## src/rtl/cpu_pkg.sv

```systemverilog
// Shared CPU-side definitions: UART transmitter FSM states and MMIO register offsets.
// The PARITY state exists only when UART_TX_PARITY_EN is defined.
package cpu_pkg;

    // Register offsets relative to a peripheral's base address
    localparam logic [15:0] REG_DATA_OFS = 16'd0;
    localparam logic [15:0] REG_CTRL_OFS = 16'd1;

    typedef enum logic [2:0] {
        IDLE,
        START,
        DATA,
`ifdef UART_TX_PARITY_EN
        PARITY,
`endif
        STOP
    } tx_state_t;

endpackage

```

## src/rtl/sync_fifo.sv

```systemverilog
// Single-clock FIFO with full/empty flags and an occupancy count.
// DEPTH must be a power of two so the pointers wrap naturally.
module sync_fifo #(
    parameter int WIDTH = 8,
    parameter int DEPTH = 8
) (
    input  logic                     clk,
    input  logic                     rst,
    input  logic                     push,
    input  logic                     pop,
    input  logic [WIDTH-1:0]         din,
    output logic [WIDTH-1:0]         rd_data,
    output logic                     full,
    output logic                     empty,
    output logic [$clog2(DEPTH):0]   count
);

    localparam int AW = $clog2(DEPTH);
    localparam int CW = AW + 1;

    logic [WIDTH-1:0] mem [DEPTH];
    logic [AW-1:0]    wr_ptr;
    logic [AW-1:0]    rd_ptr;
    logic             do_push;
    logic             do_pop;

    assign do_push = push && !full;
    assign do_pop  = pop && !empty;
    assign full    = (count == CW'(DEPTH));
    assign empty   = (count == '0);
    assign rd_data = mem[rd_ptr];

    // Storage array; contents need no reset because count gates every read
    always_ff @(posedge clk) begin
        if (do_push) begin
            mem[wr_ptr] <= din;
        end
    end

    // Pointer and occupancy bookkeeping; push and pop together keep count steady
    always_ff @(posedge clk) begin
        if (rst) begin
            wr_ptr <= '0;
            rd_ptr <= '0;
            count  <= '0;
        end else begin
            if (do_push) begin
                wr_ptr <= wr_ptr + 1'b1;
            end
            if (do_pop) begin
                rd_ptr <= rd_ptr + 1'b1;
            end
            case ({do_push, do_pop})
                2'b10:   count <= count + 1'b1;
                2'b01:   count <= count - 1'b1;
                default: count <= count;
            endcase
        end
    end

endmodule

```

## src/rtl/mmio_uart_tx.sv

```systemverilog
// Memory-mapped UART transmitter: DATA register at BASE_ADDR queues bytes,
// CTRL register at BASE_ADDR+1 reports the FIFO count and clears overflow.
// Read data is registered and zero when unselected so it can be ORed with RAM.
// The read-data port is named dout because "do" is a SystemVerilog keyword.
// Define UART_TX_PARITY_EN to add an even-parity bit (11-bit frames).
module mmio_uart_tx
    import cpu_pkg::*;
#(
    parameter logic [15:0] BASE_ADDR    = 16'h0064,
    parameter int          CLKS_PER_BIT = 16,
    parameter int          FIFO_DEPTH   = 8
) (
    input  logic        clk,
    input  logic        rst,
    input  logic [15:0] addr,
    input  logic [7:0]  di,
    input  logic        we,
    output logic [7:0]  dout,
    output logic        tx
);

    localparam int          CW        = $clog2(FIFO_DEPTH) + 1;
    localparam int          BW        = (CLKS_PER_BIT > 2) ? $clog2(CLKS_PER_BIT) : 1;
    localparam logic [BW-1:0] RELOAD  = BW'(CLKS_PER_BIT - 1);
    localparam logic [15:0] DATA_ADDR = BASE_ADDR + REG_DATA_OFS;
    localparam logic [15:0] CTRL_ADDR = BASE_ADDR + REG_CTRL_OFS;

    tx_state_t     state;
    logic [7:0]    shreg;
    logic [BW-1:0] bit_cnt;
    logic [2:0]    bit_idx;
    logic          ovf;
    logic          busy;
    logic          sel_data;
    logic          sel_ctrl;
    logic          pop;
    logic [7:0]    fifo_head;
    logic          fifo_full;
    logic          fifo_empty;
    logic [CW-1:0] fifo_count;
`ifdef UART_TX_PARITY_EN
    logic          parity_bit;
`endif

    assign sel_data = (addr == DATA_ADDR);
    assign sel_ctrl = (addr == CTRL_ADDR);
    assign busy     = (state != IDLE) || !fifo_empty;
    assign pop      = !fifo_empty && ((state == IDLE) || ((state == STOP) && (bit_cnt == '0)));

    sync_fifo #(
        .WIDTH (8),
        .DEPTH (FIFO_DEPTH)
    ) u_fifo (
        .clk     (clk),
        .rst     (rst),
        .push    (we && sel_data),
        .pop     (pop),
        .din     (di),
        .rd_data (fifo_head),
        .full    (fifo_full),
        .empty   (fifo_empty),
        .count   (fifo_count)
    );

    // Serial framing FSM: start bit, 8 data bits LSB first, optional parity, stop bit
    always_ff @(posedge clk) begin
        if (rst) begin
            state   <= IDLE;
            tx      <= 1'b1;
            shreg   <= '0;
            bit_cnt <= '0;
            bit_idx <= '0;
`ifdef UART_TX_PARITY_EN
            parity_bit <= 1'b0;
`endif
        end else begin
            case (state)
                IDLE: begin
                    if (!fifo_empty) begin
                        shreg   <= fifo_head;
                        state   <= START;
                        tx      <= 1'b0;
                        bit_cnt <= RELOAD;
`ifdef UART_TX_PARITY_EN
                        parity_bit <= ^fifo_head;
`endif
                    end
                end
                START: begin
                    if (bit_cnt == '0) begin
                        state   <= DATA;
                        bit_cnt <= RELOAD;
                        bit_idx <= '0;
                        tx      <= shreg[0];
                        shreg   <= {1'b0, shreg[7:1]};
                    end else begin
                        bit_cnt <= bit_cnt - 1'b1;
                    end
                end
                DATA: begin
                    if (bit_cnt == '0) begin
                        bit_cnt <= RELOAD;
                        if (bit_idx == 3'd7) begin
`ifdef UART_TX_PARITY_EN
                            state <= PARITY;
                            tx    <= parity_bit;
`else
                            state <= STOP;
                            tx    <= 1'b1;
`endif
                        end else begin
                            bit_idx <= bit_idx + 3'd1;
                            tx      <= shreg[0];
                            shreg   <= {1'b0, shreg[7:1]};
                        end
                    end else begin
                        bit_cnt <= bit_cnt - 1'b1;
                    end
                end
`ifdef UART_TX_PARITY_EN
                PARITY: begin
                    if (bit_cnt == '0) begin
                        state   <= STOP;
                        tx      <= 1'b1;
                        bit_cnt <= RELOAD;
                    end else begin
                        bit_cnt <= bit_cnt - 1'b1;
                    end
                end
`endif
                STOP: begin
                    if (bit_cnt == '0) begin
                        if (!fifo_empty) begin
                            shreg   <= fifo_head;
                            state   <= START;
                            tx      <= 1'b0;
                            bit_cnt <= RELOAD;
`ifdef UART_TX_PARITY_EN
                            parity_bit <= ^fifo_head;
`endif
                        end else begin
                            state <= IDLE;
                        end
                    end else begin
                        bit_cnt <= bit_cnt - 1'b1;
                    end
                end
                default: begin
                    state <= IDLE;
                    tx    <= 1'b1;
                end
            endcase
        end
    end

    // Sticky overflow: set by a dropped push, cleared by any CTRL write
    always_ff @(posedge clk) begin
        if (rst) begin
            ovf <= 1'b0;
        end else if (we && sel_data && fifo_full) begin
            ovf <= 1'b1;
        end else if (we && sel_ctrl) begin
            ovf <= 1'b0;
        end
    end

    // Registered read mux; zero when neither register is addressed
    always_ff @(posedge clk) begin
        if (rst) begin
            dout <= 8'h00;
        end else if (sel_data) begin
            dout <= {5'b0, ovf, fifo_full, busy};
        end else if (sel_ctrl) begin
            dout <= 8'(fifo_count);
        end else begin
            dout <= 8'h00;
        end
    end

endmodule

```

## config.mk

```make
export PLATFORM = sky130hd
export DESIGN_NAME = mmio_uart_tx
export DESIGN_NICKNAME = d
export VERILOG_FILES = /design/src/rtl/cpu_pkg.sv /design/src/rtl/sync_fifo.sv /design/src/rtl/mmio_uart_tx.sv
export SDC_FILE = /design/constraint.sdc
export NUM_CORES = 1
export LEC_CHECK = 0
export CORE_UTILIZATION = 29
export DETAILED_ROUTE_END_ITERATION = 10
export MAX_ROUTING_LAYER = met4
export PLACE_DENSITY = 0.53
export SYNTH_ARGS = -nofsm -noshare
export SYNTH_HDL_FRONTEND = slang
export SYNTH_SLANG_ARGS = --single-unit
```

## constraint.sdc

```tcl
create_clock -name clk -period 5.4 [get_ports clk]
set_clock_uncertainty 0.2 [all_clocks]
set_input_delay 1.08 -clock clk [delete_from_list [all_inputs] [get_ports clk]]
set_output_delay 1.08 -clock clk [all_outputs]
set_load 0.005 [all_outputs]
```

==> results.py, run 1 <==
metrics = {
    "critical_path": {
        "worst-r2r-cell-count": 11,
        "crit_arrival_ns": 3.99,
        "r2r-start": "state[1]$_SDFFE_PP0P_",
        "cp-start-kind": "input pin",
        "reg2reg_to": "u_fifo.count[2]$_SDFFE_PP0P_",
        "crit_start": "addr[13]",
        "crit_type": "in -> reg",
        "critical-path-slowest-cell": "or4_1",
        "ff2ff_setup_slack_ns": 2.31,
        "end_kind": "flop",
        "cp_cell_sequence": "clkdlybuf4s50_1 -> or4_1 -> nor3_1 -> nand2_1 -> ha_1 -> xor2_1 -> ha_1 -> a21oi_1 -> xor2_1 -> or3_1 -> a21oi_1",
        "critPathMaxFanout": 5,
        "critPathMaxStageDelay_ns": 0.54,
        "required_ns": 5.47,
    },
    "timing": {
        "worstMarginPinSlew_ns": 0.994,
        "min_period_over_period": 0.725,
        "hold_violations": 0,
        "tns_ns": 0,
        "maxSlewViolCount": 0,
        "setup-violations-final": 0,
        "fin_crit_ns": 3.92,
        "fmax_mhz": 255,
        "rsz0062_at_grt": "false",
        "relSlewSlack": 0.332,
    },
    "pwr": {
        "cellInternalPower_w": 0.00129,
        "irDropWorstVdd_uv": 192,
        "sw_frac_of_total": 0.218,
        "power_frac_comb": 0.083,
        "cellPowerDensity_nw_per_um2": 310,
        "power_frac_seq": 0.501,
        "p_leak_nw": 1.75,
        "p_switching_w": 0.000359,
        "clkPwrFrac": 0.416,
    },
    "synthesis": {
        "synth-edff-count": 64,
        "synth_ff_type": "edfxtp_1",
        "netlist_area_um2": 4480,
        "ys_ff_latch": 100,
        "avgSynthCellArea_um2": 13.2,
        "ys_seq_area_frac": 0.590,
        "synthArstFlopShare": 0,
        "postSynthCellCount": 339,
        "yosysWarnings": 0,
        "synth.distinct_cells": 52,
    },
    "global_routing": {
        "grt_start_max_net_pins": 43,
        "overflow": 0,
        "grt_pass1_wl_um": 13900,
        "antenna_found_initial": 0,
        "grt_usage": 0.118,
        "grt_pass1_vias": 2652,
    },
    "clocking": {
        "clock-sinks": 100,
        "max-clock-path-buffers": 2,
        "insertion_delay_ns": 0.34,
        "ctsHoldBuffers": 0,
        "path_clk_slew_ns": 0.07,
        "cts_root_buf": "clkbuf_16",
        "postCtsSetupRepairBufs": 0,
        "cts-htree-levels": 3,
        "cts_tree": "done",
        "cts-buffers-inserted": 9,
        "cts_resized": 0,
    },
    "outcome": {
        "run_status": "complete, no violations",
    },
    "die": {
        "initial_core_util": 0.296,
        "die_y_um": 126,
        "rows": 45,
        "die_w_um": 126,
        "pin_count": 36,
        "dieArea_um2": 16000,
        "core-area_um2": 15100,
    },
    "worst_hold_path": {
        "min_to": "ovf$_SDFFE_PP0P_",
        "min-delay-path-class": "reg -> reg",
        "holdPathStages": 2,
        "holdCritStartpoint": "ovf$_SDFFE_PP0P_",
    },
    "drt": {
        "drtIter0Drc": 147,
        "vias": 2714,
        "routedWlPerCell_um": 15.0,
        "ant_nets": 0,
        "drtPass1Iterations": 4,
        "drt_wl_total_um": 8490,
        "via_per_inst": 4.80,
        "drc": 0,
    },
    "cells_and_area": {
        "post-route-util": 0.351,
        "antenna_cells": 0,
        "synthToLayoutAreaGrowth_pct": 18.7,
        "fillers": 1463,
        "drive_above_1_share": 0.151,
        "fin_nets": 414,
    },
    "flow_run": {
        "max_cap_violations": 0,
    },
    "placed_design": {
        "place_hpwl_um": 5590,
        "place.gp.congestion": 0.724,
        "numPortBuffers": 31,
    },
}
==> sequential cells by signal, indices dropped and copies added (netlist names), named ones only <==
signal,flops
u_fifo.count,4
bit_cnt,4
tx,1
bit_idx,3
u_fifo.rd_ptr,3
ovf,1
u_fifo.mem,64
state,2
dout,4
shreg,8
u_fifo.wr_ptr,3
==> per-layer routing <==
layer	vias to the layer above	GRT usage	part of all wire
met3	9	0.0278	0.022
met4	0	0.0383	0.014
met2	26	0.198	0.51
met1	1327	0.139	0.46
met5	-	-	0
li1	1352	-	-
==> worst max-delay path: cells and delay by family <==
family          cells  cell delay, ns
simple gates        4            1.51
compound gates      2            0.28
buf+inv             1            0.40
fa+ha+maj           2            0.47
xor+xnor            2            0.25
==> final cells by class <==
cell class | count | area, um2 | share of cell area
clock buffer | 11 | 233 | 0.0437
tap | 188 | 235 | 0.0442
multi-input combinational | 209 | 1700 | 0.320
sequential | 100 | 2640 | 0.497
inverter | 13 | 48.8 | 0.00917
clock inverter | 5 | 86.3 | 0.0162
timing repair buffer | 39 | 370 | 0.0696
==> cell families (layout without fill, tap and decap cells) <==
family | after synthesis | in the layout | synth area share
buffers and inverters | 33 | 68 | 0.0324
multiplexers | 31 | 31 | 0.116
AO/OA/AOI/OAI | 47 | 47 | 0.0681
adder cells (fa/ha/maj) | 15 | 15 | 0.0419
AND/OR/NAND/NOR | 106 | 106 | 0.139
XOR/XNOR | 6 | 6 | 0.0117
flip-flops | 100 | 100 | 0.590
other | 1 | 4 | 0.000837
==> synth_stat cells (2+ instances only) <==
cell type,number,area (um2)
nand4b_1,7,61.3
dfxtp_1,36,721
xor2_1,6,52.6
buf_2,4,20.0
or3b_2,7,61.3
nor4_1,2,12.5
or4_4,2,22.5
a211o_1,2,17.5
edfxtp_1,64,1920
nand4_1,6,37.5
or4_1,3,22.5
ha_1,15,188
mux4_2,16,360
mux2i_1,7,70.1
clkbuf_1,10,37.5
a21oi_1,12,60.1
mux2_2,8,90.1
nand2_1,16,60.1
buf_4,4,30.0
a221oi_1,4,35.0
nand3_1,12,60.1
nor2_1,23,86.3
o21ai_0,11,55.1
a32oi_1,2,17.5
a22oi_1,2,15.0
o211ai_1,2,15.0
o22ai_1,3,18.8
nor3_1,5,25.0
nor4b_1,3,26.3
inv_1,13,48.8
or3_1,4,25.0
nand2b_1,7,43.8
nor3b_1,2,15.0
==> per-stage QoR <==
step	setup slack (ns)	hold slack (ns)	area, um2	cells	total power (W)
final	1.48	0.260	5320	565	0.00165
after detailed placement	1.13	0.255	5000	549	0.000981
after CTS	1.49	0.264	5320	565	0.00167
after floorplan	1.73	0.233	4490	342	0.000929
after global placement	1.23	0.249	5000	549	0.000978
after global routing	1.31	0.278	5320	565	0.00171
==> power by group through the flow <==
| stage | logic [W] | clock network (W) | registers [W] |
|---|---|---|---|
| 2_1_floorplan | 0.0000878 | 0 | 0.000841 |
| 3_3_place_gp | 0.000136 | 0 | 0.000843 |
| 3_5_place_dp | 0.000138 | 0 | 0.000843 |
| 4_1_cts | 0.000138 | 0.000705 | 0.000826 |
| 5_1_grt | 0.000152 | 0.000733 | 0.000826 |
| 6_report | 0.000137 | 0.000686 | 0.000826 |
==> cell usage in the layout, fill, tap and decap left out, types with 3 or more instances in the layout <==
cell and count:
clkbuf_16 9, or3_1 4, nand3_1 12, nand4b_1 7
o21ai_0 11, a221oi_1 4, inv_1 13, or3b_2 7
nand2b_1 7, xor2_1 6, buf_4 8, dfxtp_1 36
clkdlybuf4s50_1 31, or4_1 3, ha_1 15, o22ai_1 3
nor2_1 23, mux4_2 16, nand2_1 16, mux2_2 8
mux2i_1 7, a21oi_1 12, nand4_1 6, conb_1 4
nor3_1 5, edfxtp_1 64, nor4b_1 3
==> how the worst max path moves through the flow <==
| stage | end | slack [ns] | depth (start not counted) |
|---|---|---|---|
| detailed placement | u_fifo.count[2]$_SDFFE_PP0P_ | 1.13 | 11 |
| floorplan | u_fifo.mem[0][0]$_DFFE_PP_ | 1.73 | 4 |
| CTS | u_fifo.count[2]$_SDFFE_PP0P_ | 1.49 | 11 |
| finish | u_fifo.count[2]$_SDFFE_PP0P_ | 1.48 | 11 |
| global placement | u_fifo.count[2]$_SDFFE_PP0P_ | 1.23 | 11 |
| global route | u_fifo.count[2]$_SDFFE_PP0P_ | 1.31 | 11 |
(Power assumes the default switching activity.)
==> inputs of run 2 (changes only) <==
PLACE_DENSITY = 0.54   (was 0.53)
clock period = 3.6 ns   (was 5.4 ns; I/O delays follow)
==> run 2 against run 1 <==
- core utilization rose by 0.69 points
- sequential power increased by 50%
- largest power group unchanged
- via count is 4.0% higher
- die area did not move
==> results.py, run 2 (synthesis results as in run 1) <==
metrics = {
    "clocking": {
        "cts_root_buf": "clkbuf_16",
        "cts_resized": 0,
        "clock-sinks": 100,
        "cts-buffers-inserted": 9,
        "ctsHoldBuffers": 0,
        "path_clk_slew_ns": 0.07,
        "cts_tree": "done",
        "cts-htree-levels": 3,
        "insertion_delay_ns": 0.34,
        "max-clock-path-buffers": 2,
        "postCtsSetupRepairBufs": 0,
    },
    "die": {
        "initial_core_util": 0.296,
        "dieArea_um2": 16000,
        "rows": 45,
        "die_w_um": 126,
        "die_y_um": 126,
        "pin_count": 36,
        "core-area_um2": 15100,
    },
    "worst_hold_path": {
        "holdCritStartpoint": "ovf$_SDFFE_PP0P_",
        "holdPathStages": 2,
        "min-delay-path-class": "reg -> reg",
    },
    "global_routing": {
        "antenna_found_initial": 0,
        "grt_pass1_vias": 2829,
        "grt_start_max_net_pins": 37,
        "grt_usage": 0.123,
        "overflow": 0,
        "grt_pass1_wl_um": 14600,
    },
    "flow_run": {
        "max_cap_violations": 0,
    },
    "timing": {
        "setup-violations-final": 0,
        "min_period_over_period": 0.914,
        "maxSlewViolCount": 0,
        "fmax_mhz": 304,
        "hold_violations": 0,
        "relSlewSlack": 0.370,
        "worstMarginPinSlew_ns": 0.937,
        "rsz0062_at_grt": "false",
        "fin_crit_ns": 3.29,
        "tns_ns": 0,
    },
    "pwr": {
        "power_frac_comb": 0.083,
        "cellInternalPower_w": 0.00193,
        "power_frac_seq": 0.504,
        "cellPowerDensity_nw_per_um2": 453,
        "clkPwrFrac": 0.413,
        "p_leak_nw": 1.82,
        "sw_frac_of_total": 0.216,
        "irDropWorstVdd_uv": 349,
        "p_switching_w": 0.000530,
        "total_power_w": 0.00246,
    },
    "critical_path": {
        "end_kind": "flop",
        "cp-start-kind": "input pin",
        "crit_arrival_ns": 3.36,
        "required_ns": 3.67,
        "worst-r2r-cell-count": 11,
        "crit_start": "addr[9]",
        "critPathMaxStageDelay_ns": 0.54,
        "r2r-start": "state[1]$_SDFFE_PP0P_",
        "critical-path-slowest-cell": "or4_4",
        "cp_cell_sequence": "clkdlybuf4s50_1 -> or4_4 -> nor4_1 -> nand2_1 -> ha_1 -> xor2_1 -> ha_1 -> a21oi_1 -> xor2_1 -> or3_1 -> a21oi_1",
        "critPathMaxFanout": 2,
        "crit_type": "in -> reg",
    },
    "placed_design": {
        "place_hpwl_um": 6000,
        "place.gp.congestion": 0.748,
        "numPortBuffers": 31,
    },
    "cells_and_area": {
        "largestRegisters": "u_fifo.mem: 64 flops, shreg: 8 flops",
        "seqCellArea_um2": 2640,
        "final_cell_mix": "64 x edfxtp_1, 36 x dfxtp_1, 31 x clkdlybuf4s50_1",
        "drive_above_1_share": 0.185,
        "antenna_cells": 0,
        "multiInputGateArea_um2": 1700,
        "synthToLayoutAreaGrowth_pct": 21.1,
        "fillers": 1433,
        "regMostFlops": "u_fifo.mem",
        "fin_nets": 429,
        "largest_reg_flops": 64,
        "final_common_cell": "edfxtp_1",
    },
    "drt": {
        "ant_nets": 0,
        "vias": 2822,
        "drt_wl_total_um": 8730,
        "drtPass1Iterations": 4,
        "drc": 0,
        "via_per_inst": 4.88,
        "drtIter0Drc": 178,
        "routedWlPerCell_um": 15.1,
    },
    "outcome": {
        "run_status": "complete, no violations",
    },
}
-- run 2: path summary, 6_finish.rpt --
kind                                        to  slack, ns
setup / recovery  u_fifo.count[2]$_SDFFE_PP0P_       0.31
hold / removal                ovf$_SDFFE_PP0P_       0.26
setup reg to reg  u_fifo.count[2]$_SDFFE_PP0P_       0.64
hold reg to reg               ovf$_SDFFE_PP0P_       0.26
-- run 2: critical path: cells and delay by family --
family / cells / cell delay (ns)
simple gates: 4 / 1.34
compound gates: 2 / 0.27
xor+xnor: 2 / 0.24
fa+ha+maj: 2 / 0.41
buf+inv: 1 / 0.39
-- run 2: through the flow --
stage,hold slack [ns],instances,cell area (um2),setup WS (ns),util
floorplan,0.233,342,4490,0.288,-
global placement,0.248,564,5110,0.00358,0.338
detailed placement,0.256,564,5110,-0.0380,0.338
CTS,0.266,578,5430,0.311,0.358
global route,0.291,578,5430,0.0782,0.358
finish,0.261,578,5430,0.310,0.358
-- run 2: final cells by class --
cell class              count  share of cell area
flip-flops and latches    100               0.487
well taps                 188              0.0434
repair buffers             54              0.0890
multi-input cells         209               0.314
clock buffers               9              0.0415
clock inverters             5              0.0159
inverters                  13             0.00899
-- run 2: metal layers --
metal,routed length [um],vias up,share of wire,track usage
met4,102,0,0.012,0.0383
met3,185,11,0.021,0.0291
met1,3820,1387,0.44,0.135
met2,4620,33,0.53,0.220
met5,0,-,0,-
li1,-,1391,-,-
-- run 2: power by group through the flow --
stage,sequential (W),combinational (W),clock [W]
global route,0.00124,0.000232,0.00108
global placement,0.00126,0.000203,0
CTS,0.00124,0.000207,0.00104
detailed placement,0.00126,0.000206,0
finish,0.00124,0.000205,0.00101
floorplan,0.00126,0.000132,0
==> inputs of run 3 (changes only) <==
HOLD_SLACK_MARGIN = 0.15   (was unset)
REMOVE_ABC_BUFFERS = 1   (was unset)
==> run 3 against run 2 <==
- register-to-register slack barely moved
- clock power fell by 9.8%
- highest routed layer unchanged
- total power fell by 4.2%
- sequential power barely moved
- core utilization fell by 0.14 points
- wire length rose by 1.0%
- critical path type unchanged
- fmax fell by 0.29%
- clock-buffer cell count rose by 1
- first-iteration DRC count fell by 42%
- final area fell by 0.39%
==> results.py, run 3 (synthesis results as in run 1) <==
metrics = {
    "clocking": {
        "ctsHoldBuffers": 0,
        "max-clock-path-buffers": 2,
        "path_clk_slew_ns": 0.07,
        "cts_root_buf": "clkbuf_16",
        "clock-sinks": 100,
        "postCtsSetupRepairBufs": 0,
        "cts_resized": 0,
        "cts-htree-levels": 3,
        "cts-buffers-inserted": 9,
        "cts_tree": "done",
        "insertion_delay_ns": 0.35,
    },
    "pwr": {
        "cellPowerDensity_nw_per_um2": 436,
        "clkPwrFrac": 0.387,
        "power_frac_comb": 0.087,
        "power_frac_seq": 0.526,
        "p_leak_nw": 1.81,
        "sw_frac_of_total": 0.235,
        "cellInternalPower_w": 0.00180,
        "irDropWorstVdd_uv": 414,
        "p_switching_w": 0.000553,
    },
    "die": {
        "rows": 45,
        "dieArea_um2": 16000,
        "initial_core_util": 0.296,
        "die_y_um": 126,
        "pin_count": 36,
        "die_w_um": 126,
        "core-area_um2": 15100,
    },
    "timing": {
        "setup-violations-final": 0,
        "fin_ws_ns": 0.301,
        "tns_ns": 0,
        "fin_crit_ns": 3.30,
        "rsz0062_at_grt": "false",
        "relSlewSlack": 0.423,
        "fmax_mhz": 303,
        "maxSlewViolCount": 0,
        "worstMarginPinSlew_ns": 0.857,
        "hold_violations": 0,
        "min_period_over_period": 0.916,
    },
    "drt": {
        "drtIter0Drc": 103,
        "routedWlPerCell_um": 15.2,
        "via_per_inst": 4.95,
        "drc": 0,
        "ant_nets": 0,
        "drt_wl_total_um": 8820,
        "vias": 2874,
        "drtPass1Iterations": 4,
    },
    "placed_design": {
        "place.gp.congestion": 0.763,
        "numPortBuffers": 31,
        "dp_slack_ns": -0.0442,
        "place_hpwl_um": 6260,
    },
    "critical_path": {
        "reg2reg_to": "u_fifo.count[2]$_SDFFE_PP0P_",
        "required_ns": 3.67,
        "critPathMaxStageDelay_ns": 0.53,
        "worst-r2r-cell-count": 11,
        "crit_arrival_ns": 3.37,
        "cp_top_family": "simple AND/OR/NAND/NOR gates",
        "critical-path-slowest-cell": "or4_4",
        "critPathMaxFanout": 2,
        "cp.buffers_inverters": 1,
        "cp-endpoint": "u_fifo.count[2]$_SDFFE_PP0P_",
        "crit_type": "in -> reg",
        "cp_cell_sequence": "clkdlybuf4s50_1 -> or4_4 -> nor4_1 -> nand2_1 -> ha_1 -> xor2_1 -> ha_1 -> a21oi_1 -> xor2_1 -> or3_1 -> a21oi_1",
        "end_kind": "flop",
        "ff2ff_setup_slack_ns": 0.64,
        "cp-start-kind": "input pin",
        "crit_start": "addr[9]",
        "r2r-start": "state[1]$_SDFFE_PP0P_",
        "worst-path-stages": 11,
    },
    "global_routing": {
        "grt_start_max_net_pins": 29,
        "grt_pass1_wl_um": 14800,
        "grt_usage": 0.124,
        "overflow": 0,
        "antenna_found_initial": 0,
        "grt_pass1_vias": 2890,
    },
    "cells_and_area": {
        "regMostFlops": "u_fifo.mem",
        "post-route-util": 0.357,
        "largestRegisters": "u_fifo.mem: 64 flops, shreg: 8 flops",
        "largest_reg_flops": 64,
        "antenna_cells": 0,
        "final_cell_mix": "64 x edfxtp_1, 36 x dfxtp_1, 31 x clkdlybuf4s50_1",
        "drive_above_1_share": 0.188,
        "synthToLayoutAreaGrowth_pct": 20.6,
        "fin_nets": 430,
        "final_common_cell": "edfxtp_1",
    },
    "outcome": {
        "run_status": "complete, no violations",
    },
    "worst_hold_path": {
        "min-delay-path-class": "reg -> reg",
    },
    "flow_run": {
        "max_cap_violations": 0,
    },
}
run 3: how the worst min path moves through the flow:
stage / startpoint / end / slack [ns] / cells after the start
2_1_floorplan: shreg[7]$_SDFFE_PP0P_ / shreg[7]$_SDFFE_PP0P_ / 0.23 / 1
3_3_place_gp: shreg[7]$_SDFFE_PP0P_ / shreg[7]$_SDFFE_PP0P_ / 0.26 / 1
3_5_place_dp: shreg[7]$_SDFFE_PP0P_ / shreg[7]$_SDFFE_PP0P_ / 0.27 / 1
4_1_cts: ovf$_SDFFE_PP0P_ / ovf$_SDFFE_PP0P_ / 0.29 / 2
5_1_grt: ovf$_SDFFE_PP0P_ / ovf$_SDFFE_PP0P_ / 0.31 / 2
6_report: ovf$_SDFFE_PP0P_ / ovf$_SDFFE_PP0P_ / 0.27 / 2
run 3: area by class of cell:
type / count / area, um2
sequential: 100 / 2640
clock inverter: 6 / 53.8
inverter: 13 / 48.8
clock buffer: 10 / 229
multi-input combinational: 209 / 1700
timing repair buffer: 55 / 490
tap: 188 / 235
fill: 1448 / 9740
run 3: tightest hold or removal path, cell delays in order (launching register included):
cell and delay (ns):
dfxtp_1 0.32, inv_1 0.05, a21boi_0 0.06
run 3: power groups by stage:
stage / logic (W) / clock network [W] / registers (W)
2_1_floorplan: 0.000121 / 0 / 0.00126
3_3_place_gp: 0.000205 / 0 / 0.00126
3_5_place_dp: 0.000207 / 0 / 0.00126
4_1_cts: 0.000209 / 0.000949 / 0.00124
5_1_grt: 0.000236 / 0.000977 / 0.00124
6_report: 0.000205 / 0.000911 / 0.00124
run 3: per-stage QoR:
stage	total power [W]	hold WS (ns)	cell area, um2	cells
2_1_floorplan	0.00138	0.233	4400	322
3_3_place_gp	0.00147	0.257	5120	565
3_5_place_dp	0.00147	0.266	5120	565
4_1_cts	0.00240	0.285	5400	581
5_1_grt	0.00245	0.312	5400	581
6_report	0.00235	0.274	5400	581
run 3: layer usage:
layer	track usage	part of all wire	vias to the layer above	routed length [um]
li1	-	-	1393	-
met1	0.147	0.45	1425	4000
met2	0.206	0.50	47	4410
met3	0.0291	0.032	9	278
met4	0.0468	0.015	0	133
met5	-	0	-	0
